### config.mk
export PLATFORM = sky130hd
export DESIGN_NAME = msrv32_muldiv
export DESIGN_NICKNAME = d
export VERILOG_FILES = /design/src/rtl/msrv32_muldiv.sv
export SDC_FILE = /design/constraint.sdc
export NUM_CORES = 1
export LEC_CHECK = 0
export ABC_AREA = 1
export CAP_MARGIN = 20
export CORE_ASPECT_RATIO = 1.25
export CORE_MARGIN = 5
export CORE_UTILIZATION = 24
export DETAILED_ROUTE_END_ITERATION = 8
export PLACE_DENSITY_LB_ADDON = 0.1
export SYNTH_ARGS = -nofsm -noshare
export SYNTH_HDL_FRONTEND = slang
export SYNTH_SLANG_ARGS = --single-unit
### constraint.sdc
create_clock -name ms_riscv32_mp_clk_in -period 3.9 [get_ports ms_riscv32_mp_clk_in]
set_input_delay 0.585 -clock ms_riscv32_mp_clk_in [delete_from_list [all_inputs] [get_ports ms_riscv32_mp_clk_in]]
set_output_delay 0.585 -clock ms_riscv32_mp_clk_in [all_outputs]
set_load 0.005 [all_outputs]
### src/rtl/msrv32_muldiv.sv
// msrv32_muldiv -- iterative RV32M multiply/divide unit (radix-2, one bit per cycle).
//
// Sits next to the single-cycle ALU in execute. The decoder starts it on
// M-extension instructions; the pipeline stalls on busy_out until the
// registered valid_out strobe delivers result_out.
//
// Ports
//   ms_riscv32_mp_clk_in  clock, rising edge
//   ms_riscv32_mp_rst_in  synchronous active-high reset
//   start_in              request, sampled only while idle
//   funct3_in             RV32M funct3 (MUL..REMU)
//   op_1_in / op_2_in     rs1 / rs2
//   flush_in              abort an in-flight operation
//   busy_out              FSM not idle
//   valid_out             one-cycle result strobe
//   result_out            result, held until the next strobe
//
// Optional feature: define MSRV32_MULDIV_EARLY_OUT_EN to finish divide-by-zero,
// signed-overflow and multiply-by-zero in one cycle. Results are identical
// either way.
module msrv32_muldiv #(
    parameter int WIDTH = 32
) (
    input  logic             ms_riscv32_mp_clk_in,
    input  logic             ms_riscv32_mp_rst_in,
    input  logic             start_in,
    input  logic [2:0]       funct3_in,
    input  logic [WIDTH-1:0] op_1_in,
    input  logic [WIDTH-1:0] op_2_in,
    input  logic             flush_in,
    output logic             busy_out,
    output logic             valid_out,
    output logic [WIDTH-1:0] result_out
);

    localparam int CW = $clog2(WIDTH);
    localparam logic [WIDTH-1:0] MIN_NEG = {1'b1, {(WIDTH-1){1'b0}}};

    typedef enum logic [1:0] {IDLE, CALC, DONE} state_t;

    state_t             state_q, state_d;
    logic [CW-1:0]      cnt_q;
    logic [2:0]         f_q;
    logic [WIDTH-1:0]   m_q;      // multiplicand (mul) or divisor (div) magnitude
    logic [2*WIDTH-1:0] acc_q;    // mul: {partial hi, multiplier}; div: {rem, quotient}
    logic               neg_q;    // final result must be negated
    logic [WIDTH-1:0]   res_q;
    logic               vld_q;

    // ---------------- operand preparation at start ----------------
    logic             is_div, sgn_op1, sgn_op2, s1, s2, neg_start;
    logic [WIDTH-1:0] mag1, mag2;
    logic             accept;

    always_comb begin
        is_div    = funct3_in[2];
        sgn_op1   = (funct3_in == 3'b001) || (funct3_in == 3'b010) ||
                    (funct3_in == 3'b100) || (funct3_in == 3'b110);
        sgn_op2   = (funct3_in == 3'b001) || (funct3_in == 3'b100) ||
                    (funct3_in == 3'b110);
        s1        = sgn_op1 & op_1_in[WIDTH-1];
        s2        = sgn_op2 & op_2_in[WIDTH-1];
        mag1      = s1 ? -op_1_in : op_1_in;
        mag2      = s2 ? -op_2_in : op_2_in;
        // Remainder follows the dividend. Quotient by zero must stay all-ones,
        // so its negation is suppressed there; the overflow case falls out of
        // the unsigned datapath with no fix needed.
        if (is_div)
            neg_start = funct3_in[1] ? s1 : ((s1 ^ s2) & (op_2_in != '0));
        else
            neg_start = s1 ^ s2;
        accept    = (state_q == IDLE) && start_in && !flush_in;
    end

    // ---------------- early-out detection ----------------
    logic             early_hit;
    logic [WIDTH-1:0] early_res;

`ifdef MSRV32_MULDIV_EARLY_OUT_EN
    logic div_zero, div_ovf, mul_zero;
    always_comb begin
        div_zero  = is_div && (op_2_in == '0);
        div_ovf   = is_div && !funct3_in[0] && (op_1_in == MIN_NEG) && (op_2_in == '1);
        mul_zero  = !is_div && ((op_1_in == '0) || (op_2_in == '0));
        early_hit = div_zero || div_ovf || mul_zero;
        if (mul_zero)
            early_res = '0;
        else if (div_zero)
            early_res = funct3_in[1] ? op_1_in : '1;
        else
            early_res = funct3_in[1] ? '0 : op_1_in;
    end
`else
    always_comb begin
        early_hit = 1'b0;
        early_res = '0;
    end
`endif

    // ---------------- one iteration ----------------
    logic [WIDTH:0]     mul_sum, rem_sh, diff;
    logic [2*WIDTH-1:0] acc_n, prod_fix;
    logic [WIDTH-1:0]   q_fix, r_fix, res_calc;
    logic               last;

    always_comb begin
        mul_sum = {1'b0, acc_q[2*WIDTH-1:WIDTH]} + (acc_q[0] ? {1'b0, m_q} : '0);
        rem_sh  = {acc_q[2*WIDTH-1:WIDTH], acc_q[WIDTH-1]};
        diff    = rem_sh - {1'b0, m_q};
        if (f_q[2]) begin
            if (!diff[WIDTH])
                acc_n = {diff[WIDTH-1:0], acc_q[WIDTH-2:0], 1'b1};
            else
                acc_n = {rem_sh[WIDTH-1:0], acc_q[WIDTH-2:0], 1'b0};
        end else begin
            acc_n = {mul_sum, acc_q[WIDTH-1:1]};
        end
        prod_fix = neg_q ? -acc_n : acc_n;
        q_fix    = neg_q ? -acc_n[WIDTH-1:0] : acc_n[WIDTH-1:0];
        r_fix    = neg_q ? -acc_n[2*WIDTH-1:WIDTH] : acc_n[2*WIDTH-1:WIDTH];
        if (f_q[2])
            res_calc = f_q[1] ? r_fix : q_fix;
        else if (f_q[1:0] == 2'b00)
            res_calc = prod_fix[WIDTH-1:0];
        else
            res_calc = prod_fix[2*WIDTH-1:WIDTH];
        last = (cnt_q == CW'(WIDTH - 1));
    end

    // ---------------- FSM ----------------
    always_ff @(posedge ms_riscv32_mp_clk_in) begin
        if (ms_riscv32_mp_rst_in) state_q <= IDLE;
        else                      state_q <= state_d;
    end

    always_comb begin
        state_d = state_q;
        case (state_q)
            IDLE: if (accept) state_d = early_hit ? DONE : CALC;
            CALC: begin
                if (flush_in)  state_d = IDLE;
                else if (last) state_d = DONE;
            end
            DONE: state_d = IDLE;
            default: state_d = IDLE;
        endcase
    end

    // ---------------- datapath ----------------
    always_ff @(posedge ms_riscv32_mp_clk_in) begin
        if (ms_riscv32_mp_rst_in) begin
            cnt_q <= '0;
            f_q   <= '0;
            m_q   <= '0;
            acc_q <= '0;
            neg_q <= 1'b0;
            res_q <= '0;
            vld_q <= 1'b0;
        end else begin
            vld_q <= 1'b0;
            case (state_q)
                IDLE: if (accept) begin
                    cnt_q <= '0;
                    f_q   <= funct3_in;
                    m_q   <= is_div ? mag2 : mag1;
                    acc_q <= {{WIDTH{1'b0}}, (is_div ? mag1 : mag2)};
                    neg_q <= neg_start;
                    if (early_hit) begin
                        res_q <= early_res;
                        vld_q <= 1'b1;
                    end
                end
                CALC: if (!flush_in) begin
                    acc_q <= acc_n;
                    cnt_q <= cnt_q + CW'(1);
                    if (last) begin
                        res_q <= res_calc;
                        vld_q <= 1'b1;
                    end
                end
                default: ;
            endcase
        end
    end

    assign busy_out   = (state_q != IDLE);
    assign valid_out  = vld_q;
    assign result_out = res_q;

endmodule

==> results of run 1 <==
## repair_timing
action | CTS | global route
endpoints found under the hold margin | 0 | 0
pin swaps | 19 | 42
gates cloned | 0 | 1
buffers inserted | 15 | 24
hold buffers | 0 | 0
endpoints found under the setup margin | 31 | 31
gates resized for setup | 64 | 112
## synthesized netlist by cell type (24+ instances only)
library cell	n	area, um2
nand2_2	65	407
xnor2_1	35	307
clkbuf_1	78	293
nand4_1	24	150
o211ai_1	36	270
inv_1	431	1620
nand3_1	235	1180
o21ai_0	174	871
dfxtp_1	140	2800
a21oi_1	199	996
nand2_1	952	3570
ha_1	70	876
nor3_1	32	160
xor2_1	79	692
nor2_1	309	1160
## layout make-up
cell class / instances / area (um2) / area share
timing repair buffer: 630 / 5120 / 0.209
clock inverter: 14 / 150 / 0.00612
antenna: 1 / 2.50 / 0.000102
tap: 952 / 1190 / 0.0486
sequential: 140 / 2820 / 0.115
inverter: 445 / 1680 / 0.0683
multi-input combinational: 2431 / 13100 / 0.535
clock buffer: 18 / 439 / 0.0179
## logic make-up (layout without fill, tap and decap cells)
kind of cell,count (synthesis),in the layout,synth area share
AO/OA/AOI/OAI,527,527,0.176
buffers and inverters,561,1107,0.126
other,0,1,0
XOR/XNOR,114,114,0.0573
flip-flops,140,140,0.161
adder cells (fa/ha/maj),72,72,0.0525
AND/OR/NAND/NOR,1717,1718,0.427
## per-layer routing
metal	up-vias	GRT usage
met4	0	0.0903
li1	11100	-
met1	10300	0.296
met5	-	0
met3	124	0.0291
met2	597	0.436
## per-stage QoR
stage / utilization / power, mW / cell area [um2] / std cells
2_1_floorplan: - / 3.14 / 17400 / 3131
3_5_place_dp: 0.318 / 4.59 / 22900 / 4558
3_3_place_gp: 0.318 / 4.59 / 22900 / 4558
4_1_cts: 0.332 / 6.47 / 23900 / 4605
6_report: 0.341 / 6.55 / 24500 / 4631
5_1_grt: 0.341 / 6.92 / 24500 / 4630
## registers in the layout, summed over array words and instances (netlist names)
signal      count
neg_q           1
state_q         2
m_q            32
result_out     32
cnt_q           5
valid_out       1
f_q             3
acc_q          64
## worst max-delay path, delay by kind of cell, from the launching register on
kind                     cells  cell delay [ns]
adder cells (fa/ha/maj)      3             0.60
buffers and inverters       10             0.82
flip-flops                   1             0.33
AND/OR/NAND/NOR             24             2.14
AO/OA/AOI/OAI                1             0.15
## worst min path at each step
stage	to	slack, ns	cells past startpoint
floorplan	cnt_q[2]	0.44	1
global placement	cnt_q[4]	0.45	2
detailed placement	result_out[1]	0.47	2
CTS	result_out[7]	0.48	2
global route	cnt_q[4]	0.50	2
finish	result_out[1]	0.47	2
## power breakdown
group          leakage, nW  internal, mW  switching [mW]
clock network        0.294         0.921           0.854
registers             1.14          1.49          0.0387
logic                 11.0          1.21            2.03
total                 12.5          3.62            2.93
==> results.md, run 1 <==
* Initial core utilization at 0.242
* Vias in the first global route at 22000
* Max VDD drop at 0.000274 V
* Worst Setup EP: result_out[20]
* Met3 WL at 3.82 mm
* Layout cell share with drive strength beyond 1 at 0.230
* Flops & latches, synth at 140
* Initial antenna violation count at 1
* Initial DRT Pass Iterations at 5
* Top layer in use: met4
* Critical path launch point: acc_q[31]
* # DRC at 0
* Dpl ws at -0.562 ns
* Max stage delay cell, worst path: fa_2
* Fmax at 0.245 GHz
* Critical path class: register to register
* Most frequent CP cell: nand2_2
* Hold_ws at 0.474 ns
* Iteration-0 DRC Markers at 1465
* Post-synth EDFFs at 0
* Hold crit path type: register to register
* Power density over cell area at 267 nW/um2
* R2R Setup Slk at -0.18 ns
* DR vias/cell at 4.79
* Die ar. at 78200 um2
* Routed wl met2 at 48.9 mm
* Setup tns final at -2.11 ns
* GP Congestion at 0.925
* Final wirelength at 97.8 mm
* Max_slew headroom at 0.296
* Clock Latency Late Sink at 0.52 ns
* Cell area after synthesis at 17400 um2
* RR Startpoint: acc_q[31]
* Leak at 12.5 nW
* Largest net degree at the start of global routing at 78
* RSZ-0062 raised after global routing: true
* Top_reg_cell synth: dfxtp_1
* Commonest non-fill, non-tap cells in the layout: 922 x nand2_1, 506 x buf_4, 427 x inv_1
* Async SR Flop Fraction at 0
* Clk slew on worst S/H paths at 0.08 ns
* Critical path launch point type: register
* Metal-1 WL at 41.2 mm
* Final hold vios at 0
* Top-Level Pins at 105
* Setup Skew at 0.0254 ns
* CTS HTree Levels at 4
* Gr usage total at 0.243
* Run status: complete, but fails checks
* Die Y at 311 um
* CP Capture Type: register
* Leading cell type in the layout, fill and taps excluded: nand2_1
* Violated checks: setup timing
* Setup Viol. Count Final at 17
* Yosys Warn Count at 0
* Min Tclk post-route at 4.08 ns
* WL/cell at 21.1 um
* Slew Viols, Final at 0
* Worst endpoint required time at 4.36 ns
* Final Worst Setup Slack at -0.183 ns
* Core area at 72000 um2
* Crit path DAT at 4.54 ns
* Clock root buffer: clkbuf_16
* I/O Buffers at 104
* Max incr delay on CP at 0.37 ns
* Hold_sp: result_out[1]
* DRT antenna net count at 0
* Clock Sink Count at 140
* Worst slew pin tran at 1.04 ns
* Reg2reg end: result_out[20]
* First-pass GRT wire length at 142 mm
* Number of fill cells at 8132
* Net Count, Synth at 3274
* Sequential element share of the synthesized area at 0.161
* Distinct cell type count after synthesis at 59
* CTS buffer count at 17
* R2R depth at 38
* MaxCap Viol Count at 0
* CTS tree: yes
* Area Growth Syn to Fin at 40.6%
* Gate Count Post-Synth at 3131
* Die W at 251 um
* Crit-path max FO at 3
* Post-DP HPWL at 81.4 mm
* CTS Buffer Depth at 2
* Fin nets at 3808
* Routed vias at 22200
* Tcrit/Tclk final at 1.05
* Syn Area/Cell at 5.57 um2
* Row cnt at 110
* Gr ovfl total at 0
No activity file was read; power rests on OpenSTA's default activity.
==> run 2, diff against run 1 <==
- CTS_CLUSTER_SIZE: default -> 28
- clock period: 3.9 -> 4.55 ns (I/O delays scaled with it)
==> results.md, run 2 (synthesis gave the netlist of run 1 again) <==
* Sw frac at 0.467
* Most frequent CP cell: nand2_1
* Tcrit/Tclk final at 0.926
* I/O Buffers at 104
* DP Area at 20300 um2
* Vias in the first global route at 20600
* Post-DP HPWL at 77.8 mm
* Hold_ws at 0.469 ns
* First-pass GRT wire length at 137 mm
* Logic gate share of total power at 0.453
* Leak at 10.6 nW
* Initial antenna violation count at 3
* Initial core utilization at 0.242
* Clock root buffer: clkbuf_16
* # DRC at 0
* Clock Sink Count at 140
* Max incr delay on CP at 0.33 ns
* Power density over cell area at 240 nW/um2
* Max FFs per register at 64
* Setup Skew at 0.0332 ns
* Final wirelength at 94.4 mm
* Clk slew on worst S/H paths at 0.07 ns
* Worst endpoint required time at 4.97 ns
* CTS tree: yes
* Largest net degree at the start of global routing at 81
* DR vias/cell at 4.92
* Crit path DAT at 4.63 ns
* Area Growth Syn to Fin at 21.9%
* Hold crit path type: register to register
* Final Non-Filler Cells at 4265
* Number of fill cells at 8302
* WL/cell at 22.1 um
* Max_slew headroom at 0.325
* Top-Level Pins at 105
* Run status: completed
* CP bufs+invs at 4
* Initial DRT Pass Iterations at 6
* Setup Viol. Count Final at 0
* Internal power at 2.73 mW
* Sw power at 2.39 mW
* GP Congestion at 0.948
* Iteration-0 DRC Markers at 1725
* Sequential power share at 0.257
* Die ar. at 78200 um2
* MaxCap Viol Count at 0
* Crit-path max FO at 3
* Gr usage total at 0.236
* Die W at 251 um
* Clk network pwr share at 0.290
* CTS HTree Levels at 4
* CTS Buffer Depth at 2
* Setup tns final at 0 ns
* Critical path launch point type: register
* Fmax at 0.237 GHz
* Final instance area at 21300 um2
* Dpl ws at 0.104 ns
* Leading cell type in the layout, fill and taps excluded: nand2_1
* CTS buffer count at 17
* Die Y at 311 um
* Crit-path leading delay family: simple AND/OR/NAND/NOR gates
* Clock Latency Late Sink at 0.53 ns
* Routed vias at 21000
* Overall Power at 5.11 mW
* Fin nets at 3442
* Final Worst Setup Slack at 0.337 ns
* CP Capture Type: register
* Gr ovfl total at 0
* Post-Place Cells at 4226
* Worst slew pin tran at 1.01 ns
* Top reg by flops: acc_q
* Layout Utilization at 0.295
* Core area at 72000 um2
* Slew Viols, Final at 0
* Commonest non-fill, non-tap cells in the layout: 942 x nand2_1, 425 x inv_1, 301 x nor2_1
* DRT antenna net count at 0
* Min Tclk post-route at 4.21 ns
* Critical path class: register to register
* Max stage delay cell, worst path: dfxtp_1
* Final hold vios at 0
* Row cnt at 110
* Layout cell share with drive strength beyond 1 at 0.126
* Max VDD drop at 0.000296 V
==> run 2: tightest hold or removal path: stages, from the launching register on <==
cell,delay (ns)
dfxtp_1,0.31
nand2_1,0.06
a21oi_1,0.06
==> run 2: power groups by stage <==
stage	Combinational (mW)	Clock (mW)	Sequential [mW]
global route	2.53	1.56	1.32
floorplan	1.37	0	1.32
finish	2.32	1.48	1.31
global placement	2.27	0	1.34
CTS	2.27	1.53	1.31
detailed placement	2.26	0	1.34
==> run 2: repair_timing <==
action	4_1_cts	5_1_grt
setup endpoints to repair	0	19
buffers inserted	0	6
hold buffers	0	0
gates resized for setup	0	62
endpoints found under the hold margin	0	0
==> run 2: per-layer routing <==
metal  global-route usage  routed length (um)  share of wire
met5                    0                   0              0
met4               0.0814                3430          0.036
met3               0.0263                4380          0.046
met2                0.426               47500           0.50
met1                0.288               39000           0.41
==> run 2: worst paths after layout <==
check / from / endpoint / slack [ns] / cells past startpoint
worst min register to register: result_out[7] / result_out[7] / 0.47 / 2
worst max register to register: m_q[27] / result_out[30] / 0.34 / 31
worst max-delay path: m_q[27] / result_out[30] / 0.34 / 31
worst min-delay path: result_out[7] / result_out[7] / 0.47 / 2
==> run 2: final cells by class <==
| cell class | instances | area [um2] | share of cell area |
|---|---|---|---|
| clock buffers | 18 | 439 | 0.0207 |
| repair buffers | 265 | 2270 | 0.107 |
| clock inverters | 14 | 125 | 0.00589 |
| diodes | 1 | 2.50 | 0.000118 |
| inverters | 445 | 1670 | 0.0786 |
| well taps | 952 | 1190 | 0.0560 |
| flip-flops and latches | 140 | 2820 | 0.133 |
| multi-input cells | 2430 | 12700 | 0.599 |
